<file path="src/rtl/smc_input_loader.sv">
// Serial-to-parallel frame loader: collects N_TR (W, V_GS, V_DS) beats into one
// registered frame on a valid/ready output and flags frames containing V_GS==0.
module smc_input_loader #(
  parameter int unsigned N_TR = 6,
  parameter int unsigned DW   = 3
) (
  input  logic                 clk,
  input  logic                 rst,
  input  logic                 in_valid,
  output logic                 in_ready,
  input  logic [1:0]           mode_in,
  input  logic [DW-1:0]        w_in,
  input  logic [DW-1:0]        vgs_in,
  input  logic [DW-1:0]        vds_in,
  output logic                 out_valid,
  input  logic                 out_ready,
  output logic [1:0]           mode,
  output logic [N_TR*DW-1:0]   w_bus,
  output logic [N_TR*DW-1:0]   vgs_bus,
  output logic [N_TR*DW-1:0]   vds_bus,
  output logic                 vgs_zero,
  output logic [2:0]           beat_cnt
);

  localparam int unsigned BW   = N_TR * DW;
  localparam logic [2:0]  LAST = 3'(N_TR - 1);

  typedef enum logic [1:0] {IDLE, LOAD, FULL} state_t;

  state_t     state;
  state_t     state_nxt;
  logic       accept;
  logic [2:0] slot;

  // State register
  always_ff @(posedge clk) begin
    if (rst) state <= IDLE;
    else     state <= state_nxt;
  end

  // Next-state, handshake and target slot
  always_comb begin
    state_nxt = state;
    in_ready  = 1'b0;
    slot      = 3'd0;
    accept    = 1'b0;
    case (state)
      IDLE:    in_ready = 1'b1;
      LOAD: begin
        in_ready = 1'b1;
        slot     = beat_cnt;
      end
      FULL:    in_ready = out_ready;
      default: in_ready = 1'b0;
    endcase
    if (rst) in_ready = 1'b0;
    accept = in_valid & in_ready;
    case (state)
      IDLE: if (accept) state_nxt = LOAD;
      LOAD: if (accept && beat_cnt == LAST) state_nxt = FULL;
      FULL: if (out_ready) state_nxt = accept ? LOAD : IDLE;
      default: state_nxt = IDLE;
    endcase
  end

  // Frame datapath; a beat landing in slot 0 starts a new frame and recaptures mode/flag
  always_ff @(posedge clk) begin
    if (rst) begin
      out_valid <= 1'b0;
      beat_cnt  <= 3'd0;
      mode      <= 2'b00;
      w_bus     <= BW'(0);
      vgs_bus   <= BW'(0);
      vds_bus   <= BW'(0);
      vgs_zero  <= 1'b0;
    end else begin
      out_valid <= (state_nxt == FULL);
      if (accept) begin
        for (int unsigned k = 0; k < N_TR; k++) begin
          if (slot == 3'(k)) begin
            w_bus[DW*k +: DW]   <= w_in;
            vgs_bus[DW*k +: DW] <= vgs_in;
            vds_bus[DW*k +: DW] <= vds_in;
          end
        end
        if (slot == 3'd0) begin
          mode     <= mode_in;
          vgs_zero <= (vgs_in == DW'(0));
        end else begin
          vgs_zero <= vgs_zero | (vgs_in == DW'(0));
        end
        beat_cnt <= (state_nxt == FULL) ? 3'd0 : 3'(slot + 3'd1);
      end
    end
  end

endmodule

</file>
<file path="config.mk">
export PLATFORM = sky130hd
export DESIGN_NAME = smc_input_loader
export DESIGN_NICKNAME = d
export VERILOG_FILES = /design/src/rtl/smc_input_loader.sv
export SDC_FILE = /design/constraint.sdc
export NUM_CORES = 1
export LEC_CHECK = 0
export BUFFER_PORTS_ARGS = -buffer_cell sky130_fd_sc_hd__buf_2
export CAP_MARGIN = 40
export CORE_MARGIN = 2
export CORE_UTILIZATION = 50
export CTS_BUF_LIST = sky130_fd_sc_hd__clkbuf_4 sky130_fd_sc_hd__clkbuf_8
export CTS_CLUSTER_SIZE = 30
export DETAILED_ROUTE_END_ITERATION = 12
export PLACE_DENSITY = 0.78
export SETUP_SLACK_MARGIN = 0.4
export SLEW_MARGIN = 10
export SYNTH_ARGS = -nofsm -noshare
export SYNTH_HDL_FRONTEND = slang
export SYNTH_SLANG_ARGS = --single-unit
</file>
<file path="constraint.sdc">
create_clock -name clk -period 2.3 [get_ports clk]
set_clock_uncertainty 0.1 [all_clocks]
set_input_delay 0.345 -clock clk [delete_from_list [all_inputs] [get_ports clk]]
set_output_delay 0.345 -clock clk [all_outputs]
set_load 0.02 [all_outputs]
</file>
==> results of run 1 <==
-- final timing paths --
path / slack, ns / to / from
worst max register to register: 0.50 / mode[1]$_SDFFE_PP0P_ / state[1]$_SDFF_PP0_
worst min register to register: 0.35 / vds_bus[3]$_SDFFE_PP0P_ / vds_bus[3]$_SDFFE_PP0P_
worst min-delay path: 0.15 / mode[0]$_SDFFE_PP0P_ / mode_in[0]
worst max-delay path: 0.49 / in_ready / state[0]$_SDFF_PP0_
-- cell type report --
type / instances / area (um^2) / share of cell area (%)
clock buffers: 12 / 152.6 / 4.609
clock inverters: 3 / 67.56 / 2.040
inverters: 18 / 70.07 / 2.116
multi-input cells: 167 / 1181 / 35.66
flip-flops and latches: 63 / 1266 / 38.23
well taps: 70 / 87.58 / 2.645
repair buffers: 88 / 486.7 / 14.70
-- state kept, by name, indices dropped and copies added (netlist names) --
register / count
vds_bus: 18
vgs_bus: 18
w_bus: 18
beat_cnt: 3
mode: 2
state: 2
out_valid: 1
vgs_zero: 1
-- metal layers --
metal  routed length, um  vias to the layer above  GRT usage (%)
li1                    -                     1073              -
met1                2878                     1030          29.53
met2                3026                       99          36.40
met3                 436                        7          6.878
met4                  81                        0          10.33
met5                   0                        -              0
-- cell families (layout without fill, tap and decap cells) --
kind of cell | after synthesis | after routing | share of synthesized area (%)
simple gates | 78 | 78 | 15.03
buf+inv | 35 | 121 | 6.111
compound gates | 39 | 39 | 9.991
flops | 63 | 63 | 48.88
mux | 45 | 45 | 17.56
fa+ha+maj | 5 | 5 | 2.425
-- timing repair --
item,in CTS,in global routing
pin swaps,0,0
setup buffers,3,0
resized for setup,1,8
setup endpoints to repair,8,13
-- metrics by stage --
stage	hold WS, ns	utilization (%)
finish	0.1490	65.68
global route	0.1296	65.68
CTS	0.1293	65.29
detailed placement	0.3485	60.40
global placement	0.3418	60.40
floorplan	0.3697	-
-- report_power, final --
part / leakage (nW) / internal [W] / total, W / switching (W)
Sequential: 0.512 / 0.00112 / 0.00114 / 0.0000194
Clock: 0.110 / 0.000658 / 0.00107 / 0.000407
Combinational: 1.15 / 0.0000725 / 0.000198 / 0.000126
-- worst register-to-register path, cell delays in order, from the launching register on --
cell and delay (ns):
dfxtp_2 0.33, inv_4 0.07, and3_4 0.20, inv_1 0.06, ha_2 0.18, and3b_2 0.26, o211ai_4 0.16, mux2_4 0.33
-- Yosys cell counts, drive strengths merged --
library cell | instances | area, um^2
mux2i | 43 | 430.4
nor2 | 2 | 7.510
and3 | 2 | 12.51
nand2b | 3 | 18.77
nand4 | 4 | 40.04
nor3 | 1 | 5.000
buf | 11 | 67.56
nor2b | 2 | 12.51
inv | 18 | 67.57
nand2 | 46 | 172.7
a32o | 1 | 10.01
dfxtp | 63 | 1261
and3b | 3 | 27.53
and2b | 2 | 15.01
o221ai | 1 | 8.760
o21ai | 11 | 55.05
o211ai | 2 | 28.78
a21oi | 14 | 70.07
a21boi | 1 | 7.510
nand3b | 3 | 22.52
o31ai | 1 | 7.510
mux2 | 2 | 22.52
o32a | 1 | 10.01
clkbuf | 6 | 22.52
o2111ai | 2 | 17.52
a211oi | 1 | 7.510
nand3 | 9 | 45.04
o32ai | 2 | 17.52
ha | 5 | 62.56
o41ai | 2 | 17.52
nand4b | 1 | 8.760
==> impl_metrics.tcl, run 1 <==
set metrics [dict create \
    outcome "complete, no violations" \
    power.total_w 0.002401 \
    rr_worst_depth 7 \
    path_buf_inv 2 \
    wl_per_cell_um 15.26 \
    finalSetupViolations 0 \
    holdPathStages 2 \
    slowest_delay_ns 0.35 \
    place_area_um2 3045 \
    worstMarginPinSlew_ns 0.4295 \
    wl_mm 6.423 \
    dp_slack_ns 0.3429 \
    syn_to_final_growth_pct 28.37 \
    final_cell_mix "buf_2, dfxtp_1, nand2_1, mux2i_1, inv_1" \
    core.rowCount 26 \
    cp_num_cells 4 \
    clk_path_buf_depth 2 \
    syn_area_um2 2580 \
    leakage_nw 1.774 \
    start_util_pct 51.17 \
    num_antenna_cells 0 \
    via_per_inst 5.247 \
    first_global_vias 2057 \
    fp.dieW_um 75.83 \
    cts.sinks 63 \
    ant_nets 0 \
    power.density_nw_per_um2 724.8 \
    peakVddDrop_mv 0.3955 \
    drc_errors 0 \
    end_kind "output port" \
    period_needed_ns 1.808 \
    period_share_pct 78.63 \
    grt_max_degree 40 \
    slew_viol_final 0 \
    cp_cell_sequence "buf_4 -> nand2b_1 -> a21oi_1 -> buf_2" \
    crit_required_ns 1.86 \
    synth_cell_type_count 39 \
    max-slew-margin-rel_pct 71.37 \
    ios 77 \
    min_path_type "in -> reg" \
    cp_slowest_cell "dfxtp_2" \
    cts_root_buf "clkbuf_8" \
    drt_iter0_drc 128 \
    avgSynthCellArea_um2 9.736 \
    synth-seq-cells 63 \
    max_freq_mhz 553.0 \
    grt_setup_unrepaired "false" \
    die_h_um 75.83 \
    syn_inst 265 \
    path_delay_family "flip-flops" \
    cts_tree "done" \
    cts-buffers-inserted 9 \
    syn-num-nets 285 \
    vias 2209 \
    critPathKind "reg -> out" \
    h-tree-depth 3 \
    critPathArrivalTime_ns 1.36 \
    drive_above_1_share_pct 33.33 \
    grt_usage_pct 23.21 \
    dieArea_um2 5750 \
    final_cell_area_um2 3312 \
    ys_seq_area_share_pct 48.88 \
    crit_fanout 7 \
    io_buffers 76 \
    tns_ns 0 \
    antenna_found_initial 0 \
    synth-warning-count 0 \
    fillCellCount 409 \
    placed_cells 403 \
    cp-start-kind "flop" \
    dp_hpwl_mm 4.429 \
    drv_cap 0 \
    grt_pass1_wl_mm 9.832 \
    worstSkewPairLatency_ns 0.33 \
    core_area_um2 5042 \
    clk_pin_slew_worst_paths_ns 0.07 \
    finish.cell_count_without_fillers 421 \
    final_hold_viol_count 0 \
    finalNetCount 367 \
    layout_commonest_cell "buf_2" \
    grt_remaining_overflow 0 \
    finalWeightedCongestion 0.8117 \
    setup_slack_ns 0.4915 \
    first_pass_iters 4 \
    hold_buffers 0 \
]
No activity file was read; power rests on OpenSTA's default activity.
==> run 2, diff against run 1 <==
- ABC_AREA: unset -> 1
- PLACE_DENSITY: 0.78 -> 0.79
- clock period: 2.3 -> 1.75 ns (I/O delays scaled with it)
==> run 2 against run 1 <==
  * Non-clock buffer count up 11
  * Synthesized cell count increased by 15%
  * Combinational power increased by 78%
  * Largest cell class is now multi-input combinational cells
  * Setup slack got worse by 0.42 ns
==> impl_metrics.tcl, run 2 <==
set metrics [dict create \
    critPathKind "reg -> reg" \
    worstSkewPairLatency_ns 0.34 \
    yosys.area.top_type "dfxtp_1" \
    syn-num-nets 324 \
    max-slew-margin-rel_pct 70.13 \
    fp.dieW_um 73.23 \
    power.density_nw_per_um2 788.9 \
    route.met2.wl_mm 3.649 \
    period_share_pct 96.12 \
    crit-reg2reg-launch "state[0]$_SDFF_PP0_" \
    tns_ns 0 \
    outcome "complete, no violations" \
    pwr-share-seq_pct 50.9 \
    finalWeightedCongestion 0.7716 \
    grt_setup_unrepaired "true" \
    syn_to_final_growth_pct 53.89 \
    m1WireLength_mm 2.924 \
    wl_mm 7.430 \
    reg2reg_to "vds_bus[17]$_SDFFE_PP0P_" \
    cts-buffers-inserted 9 \
    combPwrFrac_pct 12.1 \
    dieArea_um2 5362 \
    synth_top_flop_cell "dfxtp_1" \
    io_buffers 76 \
    syn_inst 304 \
    ys_seq_area_share_pct 52.64 \
    wl_per_cell_um 15.84 \
    avgSynthCellArea_um2 7.882 \
    top_layer "met4" \
    slew_viol_final 0 \
    start_util_pct 51.41 \
    final_cell_mix "buf_2, nor2_1, dfxtp_1, a21oi_1, nand3_1" \
    switching_share_pct 26.86 \
    peakVddDrop_mv 0.5672 \
    drive_above_1_share_pct 46.99 \
    grt_remaining_overflow 0 \
    leakage_nw 1.591 \
    crit_fanout 6 \
    p_int_w 0.002128 \
    core.rowCount 25 \
    synth_cell_type_count 18 \
    synth_edf_count 0 \
    period_needed_ns 1.682 \
    drt_iter0_drc 169 \
    clk_path_buf_depth 2 \
    dr_wl_met3_um 618 \
    switching_power_w 0.0007813 \
    yosysTopAreaCellShare_pct 52.64 \
    synth_most_common_cell "nor2_1" \
    drv_cap 0 \
    max_freq_mhz 594.5 \
    power_frac_clock_pct 37.0 \
    critPathArrivalTime_ns 1.80 \
    async_flop_share_pct 0 \
    finalNetCount 431 \
    ff2ff_setup_slack_ns 0.07 \
    via_per_inst 5.512 \
    slowest_delay_ns 0.32 \
    first_pass_iters 4 \
    ios 77 \
    synth_area_leaders "dfxtp_1, nor2_1, o21ai_0, a21oi_1, nand3_1" \
    ant_nets 0 \
    grt_pass1_wl_mm 10.87 \
    die_h_um 73.23 \
    end_kind "flop" \
    cts.sinks 63 \
    holdWs_ns 0.07319 \
    antenna_found_initial 0 \
    drc_errors 0 \
    cp_slowest_cell "dfxtp_2" \
    synth-seq-cells 63 \
    grt_max_degree 41 \
    min_path_type "in -> reg" \
    vias 2585 \
    final_hold_viol_count 0 \
    crit_required_ns 1.87 \
    fillCellCount 301 \
    cp_cell_sequence "inv_2 -> nor2_4 -> inv_2 -> nor2_4 -> inv_2 -> buf_12 -> ha_4 -> inv_4 -> nor2_4 -> nand2_4 -> nand2_1 -> a21oi_1" \
    cp-start-kind "flop" \
    fin_util_pct 79.11 \
    synth-warning-count 0 \
    finalSetupViolations 0 \
    h-tree-depth 3 \
    synth_common_cells "nor2_1, dfxtp_1, o21ai_0" \
    worstSetupStartpoint "state[0]$_SDFF_PP0_" \
    core_area_um2 4661 \
    power.total_w 0.002909 \
    rr_worst_depth 12 \
    top_regs "vds_bus (18), vgs_bus (18), w_bus (18)" \
    cts_tree "done" \
    cts_root_buf "clkbuf_8" \
    dp_hpwl_mm 4.064 \
    endpoint "vds_bus[17]$_SDFFE_PP0P_" \
    num_antenna_cells 0 \
    worstMarginPinSlew_ns 0.4480 \
    syn_area_um2 2396 \
    first_global_vias 2332 \
    clk_pin_slew_worst_paths_ns 0.07 \
    grt_usage_pct 26.93 \
    layout_commonest_cell "buf_2" \
]
-- run 2: repair_timing --
item                                    4_1_cts  5_1_grt
hold buffers                                  0        0
pin swaps                                    23       19
endpoints found under the setup margin       63       65
endpoints found under the hold margin         0        0
gates cloned                                  8        1
gates resized for setup                      43       49
setup buffers                                16        2
-- run 2: how the worst min path moves through the flow --
stage / start / endpoint / slack, ns / depth (start not counted)
3_3_place_gp: vds_bus[0]$_SDFFE_PP0P_ / vds_bus[0]$_SDFFE_PP0P_ / 0.35 / 2
4_1_cts: mode_in[1] / mode[1]$_SDFFE_PP0P_ / 0.06 / 3
5_1_grt: mode_in[0] / mode[0]$_SDFFE_PP0P_ / 0.09 / 3
6_report: mode_in[1] / mode[1]$_SDFFE_PP0P_ / 0.07 / 3
3_5_place_dp: vds_bus[0]$_SDFFE_PP0P_ / vds_bus[0]$_SDFFE_PP0P_ / 0.35 / 2
2_1_floorplan: rst / out_valid$_SDFF_PP0_ / 0.23 / 1
-- run 2: routing by layer --
metal  track usage [%]  vias to the layer above
li1                  -                     1217
met1             31.75                     1206
met2             44.54                      137
met3             7.320                       25
met4             13.99                        0
met5                 0                        -
-- run 2: power groups by stage --
stage               sequential, W  clock (W)  combinational, W
detailed placement        0.00151          0          0.000247
CTS                       0.00148    0.00108          0.000316
floorplan                 0.00154          0          0.000126
global route              0.00148    0.00114          0.000373
finish                    0.00148    0.00108          0.000352
global placement          0.00151          0          0.000244
-- run 2: final cells by class --
cell class | instances | area, um^2 | area share [%]
timing repair buffer | 99 | 681.9 | 18.49
tap | 54 | 67.56 | 1.832
inverter | 18 | 92.59 | 2.511
sequential | 63 | 1270 | 34.44
timing repair inverter | 3 | 21.27 | 0.5769
clock buffer | 11 | 138.9 | 3.767
multi-input combinational | 217 | 1391 | 37.73
clock inverter | 4 | 23.77 | 0.6447
-- run 2: worst max-delay path: cells and delay by family (launching register included) --
kind	cells	cell delay (ns)
and+or+nand+nor	5	0.47
buffers and inverters	5	0.44
DFF	1	0.32
adders and majority gates	1	0.16
AOI/OAI and AO/OA	1	0.07
-- run 2: cells by family after synthesis --
family	Yosys count	share of synthesized area [%]
buffers and inverters	29	5.012
AOI/OAI and AO/OA	65	13.58
and+or+nand+nor	142	26.16
adders and majority gates	5	2.611
DFF	63	52.64
-- run 2: stage by stage --
step	setup slack, ns	cell area (um^2)	std cells
2_1_floorplan	0.2567	2477	304
3_3_place_gp	0.1475	2909	427
3_5_place_dp	0.1207	2909	427
4_1_cts	0.1494	3483	466
5_1_grt	-0.02090	3687	469
6_report	0.06786	3687	469
==> run 3, diff against run 2 <==
- CTS_BUF_LIST: sky130_fd_sc_hd__clkbuf_4 sky130_fd_sc_hd__clkbuf_8 -> sky130_fd_sc_hd__clkbuf_4
==> run 3 against run 2 <==
  * Utilization is 4.3 points lower
  * Wire length is 9.0% lower
  * Highest routed layer unchanged
  * Sequential power hardly changed
  * Global-route usage is 1.9 points lower
  * Cell count is 1.1% lower
  * Critical path depth stayed put
  * Combinational power is 8.2% lower
  * Clock power is 24% lower
  * First-iteration DRC count is 33% higher
  * Sequential share of layout area is 2.1 points higher
==> impl_metrics.tcl, run 3 (same netlist as run 2, synthesis figures left out) <==
set metrics [dict create \
    tns_ns 0 \
    power.density_nw_per_um2 753.4 \
    worstMarginPinSlew_ns 0.3632 \
    drive_above_1_share_pct 43.41 \
    ios 77 \
    path_delay_family "simple AND/OR/NAND/NOR gates" \
    outcome "complete, no violations" \
    drc_errors 0 \
    drt_iter0_drc 225 \
    critPathArrivalTime_ns 1.88 \
    dp_slack_ns 0.1207 \
    crit_fanout 6 \
    h-tree-depth 3 \
    cts-buffers-inserted 9 \
    slew_viol_final 0 \
    drv_cap 0 \
    cts_root_buf "clkbuf_4" \
    clk_pin_slew_worst_paths_ns 0.10 \
    slowest_delay_ns 0.35 \
    cts.sinks 63 \
    core_area_um2 4661 \
    cp-start-kind "flop" \
    num_antenna_cells 0 \
    max-slew-margin-rel_pct 75.79 \
    cts_tree "done" \
    min_path_type "in -> reg" \
    die_h_um 73.23 \
    via_per_inst 5.289 \
    dieArea_um2 5362 \
    io_buffers 76 \
    setup_slack_ns 0.1058 \
    grt_usage_pct 24.99 \
    end_kind "flop" \
    wl_per_cell_um 14.57 \
    leakage_nw 1.507 \
    crit_required_ns 1.98 \
    top_regs "vds_bus (18), vgs_bus (18), w_bus (18)" \
    clk_path_buf_depth 2 \
    ff2ff_setup_slack_ns 0.11 \
    critPathKind "reg -> reg" \
    period_needed_ns 1.644 \
    finalSetupViolations 0 \
    wl_mm 6.759 \
    final_cell_mix "nor2_1, buf_2, dfxtp_1, nand3_1, o21ai_0" \
    antenna_found_initial 0 \
    vias 2454 \
    worstSkewPairLatency_ns 0.39 \
    finalWeightedCongestion 0.7716 \
    core.rowCount 25 \
    syn_to_final_growth_pct 45.43 \
    power.total_w 0.002625 \
    final_hold_viol_count 0 \
    grt_remaining_overflow 0 \
    cp_slowest_cell "dfxtp_2" \
    max_freq_mhz 608.2 \
    finalNetCount 426 \
    first_global_vias 2176 \
    cp_cell_sequence "inv_2 -> nor2_4 -> inv_2 -> nor2_4 -> inv_2 -> ha_4 -> inv_4 -> nor2_4 -> buf_12 -> nand2_8 -> nand2_1 -> a21oi_2" \
    ant_nets 0 \
    period_share_pct 93.95 \
    grt_setup_unrepaired "true" \
    peakVddDrop_mv 0.4590 \
    first_pass_iters 4 \
    grt_max_degree 41 \
    start_util_pct 51.41 \
    path_buf_inv 5 \
    dp_hpwl_mm 4.064 \
    grt_pass1_wl_mm 10.11 \
    layout_commonest_cell "nor2_1" \
    fp.dieW_um 73.23 \
]
## run 3: through the flow
stage / hold slack, ns / util (%) / std cells / instance area [um^2]
floorplan: 0.2316 / - / 304 / 2477
global placement: 0.3472 / 62.42 / 427 / 2909
detailed placement: 0.3535 / 62.42 / 427 / 2909
CTS: 0.07549 / 71.44 / 460 / 3329
global route: 0.09451 / 74.77 / 464 / 3485
finish: 0.1035 / 74.77 / 464 / 3485
## run 3: where the power goes
group / internal [W] / total [W] / switching [W] / leakage (nW)
clock network: 0.000312 / 0.000823 / 0.000511 / 0.0665
logic: 0.000123 / 0.000323 / 0.000201 / 0.928
registers: 0.00146 / 0.00148 / 0.0000180 / 0.513
## run 3: per-layer routing
| metal | routed length (um) | up-vias | part of all wire [%] | GRT usage (%) |
|---|---|---|---|---|
| li1 | - | 1210 | - | - |
| met2 | 3183 | 115 | 47 | 38.94 |
| met4 | 157 | 0 | 2.3 | 11.11 |
| met1 | 2870 | 1109 | 42 | 32.58 |
| met5 | 0 | - | 0 | 0 |
| met3 | 549 | 20 | 8.1 | 6.354 |
## run 3: path summary, 6_finish.rpt
path                            startpoint  cells after the start                  endpoint
setup / recovery       state[0]$_SDFF_PP0_                     12  vds_bus[13]$_SDFFE_PP0P_
hold / removal                     w_in[2]                      3    w_bus[11]$_SDFFE_PP0P_
setup reg to reg       state[0]$_SDFF_PP0_                     12  vds_bus[13]$_SDFFE_PP0P_
hold reg to reg   vds_bus[12]$_SDFFE_PP0P_                      2  vds_bus[12]$_SDFFE_PP0P_
## run 3: area by class of cell
| type | count | area (um^2) |
|---|---|---|
| clock buffers | 11 | 82.58 |
| clock inverters | 4 | 23.77 |
| fillers | 343 | 1176 |
| inverters | 18 | 90.09 |
| multi-input cells | 216 | 1297 |
| flip-flops and latches | 63 | 1272 |
| well taps | 54 | 67.56 |
| repair buffers | 96 | 640.6 |
| repair inverters | 2 | 10.01 |
## run 3: repair_timing
action	CTS	global route
buffers inserted	10	3
setup endpoints to repair	64	69
endpoints found under the hold margin	2	0
cloned	6	1
resized for setup	31	32
pin swaps	13	6
hold buffers	2	0
## run 3: tightest hold or removal path, stage by stage
cell and delay, ns:
buf_2 0.16, o21ai_2 0.07, nor2_1 0.07
